File: src/rtl/uart_cmd_decoder.sv
// uart_cmd_decoder
//   Turns command bytes from uart_rx ({opcode[7:4], arg[3:0]}) into registered
//   control state for the home-automation logic. Response bytes go back to
//   uart_tx over a valid/ready handshake.
//
//   Optional feature macro: UART_CMD_ACK_EN
//     defined   : every non-status command is answered with an ack byte
//                 {opcode,4'h0}, or 8'hEE for an unknown opcode.
//     undefined : only status queries (opcode 0xF) produce transmit traffic.
//
//   Ports
//     clk, reset        : system clock, synchronous active-high reset
//     rx_data_i/valid_i : received byte plus a one-cycle strobe
//     tx_data_o/valid_o : response byte toward the transmitter
//     tx_ready_i        : the transmitter takes the byte when valid & ready
//     eco_mode_o, ac_mode_o, blinds_ovr_en_o, blinds_ovr_val_o,
//     person_count_o    : registered control state
//     cmd_error_o       : one-cycle pulse on an unknown opcode
//     resp_drop_o       : one-cycle pulse when a response cannot be queued
//
//   state      | meaning
//   -----------+-----------------------------------------------
//   ST_IDLE    | no response pending
//   ST_ACK     | ack/nak byte offered (UART_CMD_ACK_EN builds only)
//   ST_STAT0   | status byte 0 offered (mode flags)
//   ST_STAT1   | status byte 1 offered (person count)
module uart_cmd_decoder #(
   parameter int MAX_PERSONS = 200
) (
   input  logic       clk,
   input  logic       reset,
   input  logic [7:0] rx_data_i,
   input  logic       rx_valid_i,
   output logic [7:0] tx_data_o,
   output logic       tx_valid_o,
   input  logic       tx_ready_i,
   output logic       eco_mode_o,
   output logic [1:0] ac_mode_o,
   output logic       blinds_ovr_en_o,
   output logic       blinds_ovr_val_o,
   output logic [7:0] person_count_o,
   output logic       cmd_error_o,
   output logic       resp_drop_o
);

   localparam logic [1:0] ST_IDLE  = 2'd0;
`ifdef UART_CMD_ACK_EN
   localparam logic [1:0] ST_ACK   = 2'd1;
`endif
   localparam logic [1:0] ST_STAT0 = 2'd2;
   localparam logic [1:0] ST_STAT1 = 2'd3;

   localparam logic [3:0] OP_ECO    = 4'h0;
   localparam logic [3:0] OP_AC     = 4'hA;
   localparam logic [3:0] OP_BLINDS = 4'hB;
   localparam logic [3:0] OP_COUNT  = 4'hC;
   localparam logic [3:0] OP_STAT   = 4'hF;

   localparam logic [9:0] MAX_CNT = 10'(MAX_PERSONS);

   logic [1:0] state_q, state_d;
   logic       eco_q, eco_d;
   logic [1:0] ac_q, ac_d;
   logic       ovr_en_q, ovr_en_d;
   logic       ovr_val_q, ovr_val_d;
   logic [7:0] count_q, count_d;
   logic       err_q, err_d;
   logic       drop_q, drop_d;
   logic [7:0] stat0_q, stat0_d;
   logic [7:0] stat1_q, stat1_d;
`ifdef UART_CMD_ACK_EN
   logic [7:0] ack_q, ack_d;
`endif

   logic [3:0] op, arg;
   logic [9:0] sum;
   logic [7:0] count_sat;
   logic       unknown_op;
   logic       hs;

   assign op  = rx_data_i[7:4];
   assign arg = rx_data_i[3:0];
   assign hs  = tx_valid_o & tx_ready_i;

   // Signed delta is sign-extended to 10 bits, so an underflow shows up as bit 9.
   assign sum = {2'b00, count_q} + {{6{arg[3]}}, arg};

   always_comb begin
      if (sum[9])             count_sat = 8'd0;
      else if (sum > MAX_CNT) count_sat = MAX_CNT[7:0];
      else                    count_sat = sum[7:0];
   end

   always_comb begin
      unknown_op = 1'b0;
      case (op)
         OP_ECO, OP_AC, OP_BLINDS, OP_COUNT, OP_STAT: unknown_op = 1'b0;
         default:                                     unknown_op = 1'b1;
      endcase
   end

   always_comb begin
      state_d   = state_q;
      eco_d     = eco_q;
      ac_d      = ac_q;
      ovr_en_d  = ovr_en_q;
      ovr_val_d = ovr_val_q;
      count_d   = count_q;
      err_d     = 1'b0;
      drop_d    = 1'b0;
      stat0_d   = stat0_q;
      stat1_d   = stat1_q;
`ifdef UART_CMD_ACK_EN
      ack_d     = ack_q;
`endif

      if (hs) begin
         case (state_q)
            ST_STAT0: state_d = ST_STAT1;
            default:  state_d = ST_IDLE;
         endcase
      end

      // Control state follows every byte; only the response depends on the FSM.
      if (rx_valid_i) begin
         case (op)
            OP_ECO:    eco_d = arg[0];
            OP_AC:     ac_d  = arg[1:0];
            OP_BLINDS: begin
               ovr_en_d  = arg[0];
               ovr_val_d = arg[1];
            end
            OP_COUNT:  count_d = count_sat;
            default:   ;
         endcase
         err_d = unknown_op;

         // A byte on the final-handshake edge still sees a busy state and is dropped.
         if (state_q != ST_IDLE) begin
            drop_d = 1'b1;
         end else if (op == OP_STAT) begin
            state_d = ST_STAT0;
            stat0_d = {eco_q, ac_q, ovr_en_q, ovr_val_q, 3'b000};
            stat1_d = count_q;
         end
`ifdef UART_CMD_ACK_EN
         else begin
            state_d = ST_ACK;
            ack_d   = unknown_op ? 8'hEE : {op, 4'h0};
         end
`endif
      end
   end

   always_ff @(posedge clk) begin
      if (reset) begin
         state_q   <= ST_IDLE;
         eco_q     <= 1'b0;
         ac_q      <= 2'b00;
         ovr_en_q  <= 1'b0;
         ovr_val_q <= 1'b0;
         count_q   <= 8'd0;
         err_q     <= 1'b0;
         drop_q    <= 1'b0;
         stat0_q   <= 8'd0;
         stat1_q   <= 8'd0;
`ifdef UART_CMD_ACK_EN
         ack_q     <= 8'd0;
`endif
      end else begin
         state_q   <= state_d;
         eco_q     <= eco_d;
         ac_q      <= ac_d;
         ovr_en_q  <= ovr_en_d;
         ovr_val_q <= ovr_val_d;
         count_q   <= count_d;
         err_q     <= err_d;
         drop_q    <= drop_d;
         stat0_q   <= stat0_d;
         stat1_q   <= stat1_d;
`ifdef UART_CMD_ACK_EN
         ack_q     <= ack_d;
`endif
      end
   end

   always_comb begin
      tx_data_o = 8'd0;
      case (state_q)
         ST_STAT0: tx_data_o = stat0_q;
         ST_STAT1: tx_data_o = stat1_q;
`ifdef UART_CMD_ACK_EN
         ST_ACK:   tx_data_o = ack_q;
`endif
         default:  tx_data_o = 8'd0;
      endcase
   end

   assign tx_valid_o       = (state_q != ST_IDLE);
   assign eco_mode_o       = eco_q;
   assign ac_mode_o        = ac_q;
   assign blinds_ovr_en_o  = ovr_en_q;
   assign blinds_ovr_val_o = ovr_val_q;
   assign person_count_o   = count_q;
   assign cmd_error_o      = err_q;
   assign resp_drop_o      = drop_q;

endmodule

File: config.mk
export PLATFORM = sky130hd
export DESIGN_NAME = uart_cmd_decoder
export DESIGN_NICKNAME = d
export VERILOG_FILES = /design/src/rtl/uart_cmd_decoder.sv
export SDC_FILE = /design/constraint.sdc
export NUM_CORES = 1
export LEC_CHECK = 0
export ABC_AREA = 1
export CORE_MARGIN = 8
export CORE_UTILIZATION = 55
export CTS_BUF_LIST = sky130_fd_sc_hd__clkbuf_8 sky130_fd_sc_hd__clkbuf_16
export CTS_CLUSTER_DIAMETER = 30
export CTS_CLUSTER_SIZE = 24
export DETAILED_ROUTE_END_ITERATION = 8
export MAX_ROUTING_LAYER = met4
export PLACE_DENSITY_LB_ADDON = 0.1
export SLEW_MARGIN = 5
export SYNTH_ARGS = -nofsm -noshare
export SYNTH_HDL_FRONTEND = slang
export SYNTH_SLANG_ARGS = --single-unit
File: constraint.sdc
create_clock -name clk -period 4.5 [get_ports clk]
set_input_delay 0.9 -clock clk [delete_from_list [all_inputs] [get_ports clk]]
set_output_delay 0.9 -clock clk [all_outputs]
set_load 0.03 [all_outputs]
==> results of run 1 <==
layout make-up:
| cell class | count | share of cell area |
|---|---|---|
| multi-input combinational | 197 | 0.460 |
| sequential | 30 | 0.261 |
| timing repair buffer | 35 | 0.152 |
| inverter | 38 | 0.0620 |
| clock buffer | 6 | 0.0359 |
| tap | 46 | 0.0250 |
| clock inverter | 2 | 0.00380 |
worst min-delay path by stage:
stage	from	endpoint	slack (ns)	cells past startpoint
2_1_floorplan	stat1_q[0]	stat1_q[0]	0.44	2
3_3_place_gp	stat0_q[6]	stat0_q[6]	0.45	2
3_5_place_dp	stat0_q[6]	stat0_q[6]	0.46	2
4_1_cts	stat0_q[6]	stat0_q[6]	0.47	2
5_1_grt	stat0_q[6]	stat0_q[6]	0.48	2
6_report	stat0_q[3]	stat0_q[3]	0.47	2
flip-flops by register name (all words and copies together) (netlist names):
signal,flops
person_count_o,8
stat1_q,8
cmd_error_o,1
state_q,2
stat0_q,5
blinds_ovr_val_o,1
eco_mode_o,1
blinds_ovr_en_o,1
resp_drop_o,1
ac_mode_o,2
worst min-delay path: cells and delay by family (launching register included):
| family | cells | cell delay, ns |
|---|---|---|
| AOI/OAI and AO/OA | 1 | 0.05 |
| DFF | 1 | 0.31 |
| and+or+nand+nor | 1 | 0.06 |
per-layer routing:
metal  up-vias  global-route usage  routed length (um)
li1        947                   -                   -
met1       791               0.230                2160
met2        53               0.246                1790
met3         9              0.0423                 261
met4         0              0.0843                  93
met5         -                   -                   0
layout by cell type (no fill, tap or decap), types with 6 or more instances in the layout:
cell             count
nand2_1             76
inv_1               36
clkdlybuf4s50_1     35
dfxtp_1             30
nor2_1              27
a21oi_1             19
nand3_1             18
nand4_1             10
ha_1                 9
a211oi_1             6
nand2_2              6
clkbuf_8             6
per-stage QoR:
| step | power, mW | cells | utilization |
|---|---|---|---|
| 2_1_floorplan | 0.321 | 273 | - |
| 3_3_place_gp | 0.346 | 346 | 0.673 |
| 3_5_place_dp | 0.346 | 346 | 0.673 |
| 4_1_cts | 0.563 | 354 | 0.701 |
| 5_1_grt | 0.581 | 354 | 0.701 |
| 6_report | 0.558 | 354 | 0.701 |
report_power, final:
| part | internal, mW | switching, mW | total [mW] |
|---|---|---|---|
| clock network | 0.121 | 0.0970 | 0.218 |
| logic | 0.0274 | 0.0419 | 0.0693 |
| registers | 0.269 | 0.00267 | 0.271 |
| total | 0.417 | 0.142 | 0.558 |
cells by family (layout without fill, tap and decap cells):
logic type | Yosys count | in the layout | share of synthesized area
XOR/XNOR | 2 | 2 | 0.00953
AND/OR/NAND/NOR | 154 | 154 | 0.389
AO/OA/AOI/OAI | 31 | 31 | 0.105
buffers and inverters | 46 | 81 | 0.0973
adder cells (fa/ha/maj) | 10 | 10 | 0.0721
flip-flops | 30 | 30 | 0.327
==> results.py, run 1 <==
metrics = {
    "synth": {
        "synth_cell_type_count": 29,
        "yosysMostFrequentCell": "nand2_1",
        "avgSynthCellArea_sq_um": 6.74,
        "synth-warning-count": 0,
        "syn_inst": 273,
        "synth_top_area_cell": "dfxtp_1",
        "synth_commonest_cells": "76 x nand2_1, 35 x inv_1, 30 x dfxtp_1, 27 x nor2_1, 19 x a21oi_1",
        "synth_area_leaders": "dfxtp_1 33%, nand2_1 16%, inv_1 7.1%, ha_1 6.1%, nor2_1 5.5%",
        "synth_top_area_frac": 0.327,
        "ys_ff_latch": 30,
        "ys_seq_area_frac": 0.327,
        "synth-async-reset-ratio": 0,
        "synth_fp_nets": 295,
        "synth_edf_count": 0,
        "synth_flop_cell": "dfxtp_1",
        "synthesis.area_sq_um": 1840,
    },
    "final_layout": {
        "finalNetCount": 329,
        "areaGrowthSynthToFinish_pct": 25.2,
        "fillerInstances": 301,
        "design_area_sq_um": 2300,
        "n_antenna_cell": 0,
        "drive_gt1_frac": 0.0909,
        "multiInputGateArea_sq_um": 1060,
        "ff_latch_area_sq_um": 601,
    },
    "sta": {
        "drv_slew": 0,
        "hold_violations": 0,
        "fin_crit_sh": 0.650,
        "fin_setup_tns_ns": 0,
        "skew_ns": 0.00458,
        "finalHoldWorstSlack_ns": 0.467,
        "min_period_ns": 2.93,
        "setup_ws_ns": 1.57,
        "clock.fmax_mhz": 342,
        "rsz0062_at_grt": "no",
        "setup_viol": 0,
        "worstMarginPinSlew_ns": 1.03,
        "slew-limit-headroom": 0.314,
    },
    "worst_setup_path": {
        "rr_startpoint": "person_count_o[0]",
        "r2r_cells": 10,
        "startpoint": "rx_data_i[3]",
        "cp_num_cells": 12,
        "crit_required_ns": 4.70,
        "worstPathArrival_ns": 3.13,
        "crit_path_max_incr_delay_ns": 0.60,
        "cp_top_family": "simple AND/OR/NAND/NOR gates",
        "worstSetupEndpointType": "flop",
        "crit_path_end": "person_count_o[1]",
        "worstSetupPathType": "input port to flop",
        "start_kind": "input port",
        "path_cells": "clkdlybuf4s50_1 -> ha_1 -> nand2_2 -> nor2_1 -> nand2_1 -> nand3_2 -> nand2_2 -> nand3b_2 -> a21oi_4 -> nand2_1 -> o21a_1 -> nor2_1",
        "cp_slowest_cell": "clkdlybuf4s50_1",
        "critical_path_buf_inv_count": 1,
        "path_max_fanout": 8,
        "reg2reg_setup_slack_ns": 2.46,
        "regToRegEndpoint": "person_count_o[0]",
    },
    "routing": {
        "viasPerCell": 5.08,
        "wl_per_cell_um": 12.1,
        "antenna_left": 0,
        "first_pass_iters": 5,
        "drtIter0Drc": 180,
        "drt-total-wl_um": 4300,
        "vias": 1800,
        "drc": 0,
    },
    "place": {
        "post_dp_cell_area_sq_um": 2210,
        "gp_congestion": 0.872,
        "port_buffers": 35,
        "pre_cts_slack_ns": 1.30,
        "hpwl_um": 3330,
    },
    "global_route": {
        "grt.total_usage": 0.176,
        "grt_pass1_vias": 1681,
        "antenna_found_initial": 0,
        "grt_max_degree": 31,
        "grt_overflow": 0,
        "grt_pass1_wl_um": 7370,
    },
    "floorplanning": {
        "io_pins": 36,
        "core-area_sq_um": 3280,
        "std_cell_rows": 21,
        "dieArea_sq_um": 5450,
        "start_util": 0.560,
        "die_h_um": 73.8,
        "die_w_um": 73.8,
    },
    "cts": {
        "cts.sink_count": 30,
        "cts_tree": "built",
        "cts_root_buf": "clkbuf_8",
        "cts_made_buffers": 5,
        "clockBufferDepth": 2,
        "cts-resized-gates": 0,
        "cts.htree.levels": 2,
        "cts_setup_buffers": 0,
        "worst_skew_pair.late_latency_ns": 0.28,
        "clk_pin_slew_worst_paths_ns": 0.06,
        "cts_hold_buffers": 0,
    },
    "run": {
        "cap_violations": 0,
    },
    "min_path": {
        "min_path_type": "flop to flop",
    },
    "run_status": {
        "outcome": "finished clean",
    },
    "pwr": {
        "power.leakage_nw": 1.01,
        "vdd_ir_drop_max_mv": 0.146,
        "power_density_nw_per_um2": 243,
    },
}
(Power assumes the default switching activity.)
==> run 2: changes to the inputs <==
- CORE_UTILIZATION: 55 -> 51
- clock period: 4.5 -> 3.05 ns (I/O delays scaled with it)
==> run 2 against run 1 <==
Compared with the run above:
- clock power increased by 47%
- final area increased by 1.1%
- sequential share of layout area decreased by 0.28 points
- critical path type unchanged
- clock-buffer cell count unchanged
- die area increased by 6.1%
- clock skew decreased by 0.0020 ns
- first-iteration DRC count decreased by 18%
- wire length increased by 1.7%
- critical path depth decreased by 1
- worst hold slack got worse by 0.0013 ns
- register-to-register slack got worse by 1.4 ns
- via count increased by 0.50%
==> results.py, run 2 (synthesis gave the netlist of run 1 again) <==
metrics = {
    "sta": {
        "setup_viol": 0,
        "min_period_ns": 2.57,
        "skew_ns": 0.00261,
        "fin_setup_tns_ns": 0,
        "hold_violations": 0,
        "clock.fmax_mhz": 388,
        "fin_crit_sh": 0.844,
        "rsz0062_at_grt": "no",
        "drv_slew": 0,
        "worstMarginPinSlew_ns": 0.433,
        "slew-limit-headroom": 0.711,
        "setup_ws_ns": 0.475,
    },
    "place": {
        "pre_cts_slack_ns": 0.207,
        "port_buffers": 35,
        "hpwl_um": 3390,
        "dp_cells": 351,
        "gp_congestion": 0.886,
        "post_dp_cell_area_sq_um": 2240,
    },
    "worst_setup_path": {
        "start_kind": "input port",
        "crit_required_ns": 3.26,
        "worstPathArrival_ns": 2.79,
        "crit_path_max_incr_delay_ns": 0.50,
        "cp_top_family": "adder cells",
        "critical_path_buf_inv_count": 1,
        "worstSetupPathType": "input port to flop",
        "startpoint": "rx_data_i[0]",
        "rr_startpoint": "person_count_o[0]",
        "worstSetupEndpointType": "flop",
        "cp_slowest_cell": "clkdlybuf4s50_1",
        "path_max_fanout": 7,
        "crit_top_cell": "nand3_2",
        "path_cells": "clkdlybuf4s50_1 -> ha_1 -> fa_1 -> xnor2_1 -> nand2_1 -> nand3_1 -> nand3_2 -> nand2_4 -> nand3_2 -> o21a_1 -> nor2_1",
    },
    "global_route": {
        "grt_overflow": 0,
        "grt_max_degree": 31,
        "grt_pass1_vias": 1771,
        "antenna_found_initial": 0,
        "grt_pass1_wl_um": 7760,
        "grt.total_usage": 0.164,
    },
    "pwr": {
        "power.leakage_nw": 1.02,
        "seqPwrFrac": 0.485,
        "p_sw_frac": 0.254,
        "power.share.clock": 0.389,
        "power.internal_mw": 0.617,
        "vdd_ir_drop_max_mv": 0.273,
        "p_sw_mw": 0.210,
        "combPwrFrac": 0.127,
        "power_density_nw_per_um2": 355,
    },
    "cts": {
        "clockBufferDepth": 2,
        "cts.htree.levels": 2,
        "cts_setup_buffers": 0,
        "cts.sink_count": 30,
        "worst_skew_pair.late_latency_ns": 0.28,
        "cts_tree": "built",
        "cts_made_buffers": 5,
        "cts_root_buf": "clkbuf_8",
        "cts-resized-gates": 0,
        "cts_hold_buffers": 0,
        "clk_pin_slew_worst_paths_ns": 0.06,
    },
    "routing": {
        "wl_per_cell_um": 12.2,
        "drc": 0,
        "antenna_left": 0,
        "drtIter0Drc": 148,
        "vias": 1809,
        "first_pass_iters": 4,
        "drt-total-wl_um": 4370,
        "viasPerCell": 5.04,
    },
    "final_layout": {
        "design_area_sq_um": 2330,
        "areaGrowthSynthToFinish_pct": 26.5,
        "instances_no_fill": 359,
        "n_antenna_cell": 0,
        "layout_common_cells": "76 x nand2_1, 36 x inv_1, 35 x clkdlybuf4s50_1",
        "finalNetCount": 332,
        "final_util": 0.655,
        "final_common_cell": "nand2_1",
        "drive_gt1_frac": 0.0997,
    },
    "run": {
        "cap_violations": 0,
    },
    "floorplanning": {
        "die_w_um": 76.1,
        "die_h_um": 76.1,
        "io_pins": 36,
        "start_util": 0.518,
        "std_cell_rows": 22,
        "core-area_sq_um": 3550,
        "dieArea_sq_um": 5780,
    },
    "min_path": {
        "min_from": "stat1_q[5]",
        "min_path_type": "flop to flop",
    },
    "run_status": {
        "outcome": "finished clean",
    },
}
==> run 2: area by class of cell <==
cell class,count,area [sq um]
Multi-Input combinational cell,197,1060
Clock inverter,2,8.76
Timing Repair Buffer,38,373
Tap cell,48,60.1
Sequential cell,30,601
Fill cell,309,1220
Clock buffer,6,82.6
Inverter,38,143
==> run 2: path summary, 6_finish.rpt <==
kind	to	depth (start not counted)	slack (ns)
max	person_count_o[0]	11	0.48
min	stat1_q[5]	2	0.47
max reg2reg	person_count_o[0]	10	1.02
min reg2reg	stat1_q[5]	2	0.47
==> run 2: power by group through the flow <==
stage,Clock (mW),Combinational [mW],Sequential (mW)
2_1_floorplan,0,0.0610,0.413
3_3_place_gp,0,0.104,0.409
3_5_place_dp,0,0.105,0.409
4_1_cts,0.331,0.105,0.400
5_1_grt,0.351,0.116,0.401
6_report,0.321,0.105,0.401
==> run 2: through the flow <==
step,hold slack [ns],total power [mW]
2_1_floorplan,0.441,0.474
3_3_place_gp,0.454,0.513
3_5_place_dp,0.457,0.514
4_1_cts,0.468,0.836
5_1_grt,0.488,0.867
6_report,0.465,0.827
==> run 2: worst register-to-register path, delay by kind of cell, from the launching register on <==
family / cells / cell delay, ns
AOI/OAI and AO/OA: 1 / 0.19
xor gates and xnor gates: 1 / 0.22
DFF: 1 / 0.35
and+or+nand+nor: 6 / 0.53
adders and majority gates: 2 / 0.68
==> run 2: routing by layer <==
metal  track usage  up-vias  routed length, um
met1         0.204      799               2170
met5             -        -                  0
met4        0.0788        0                 72
met3        0.0554        8                246
li1              -      958                  -
met2         0.231       44               1890
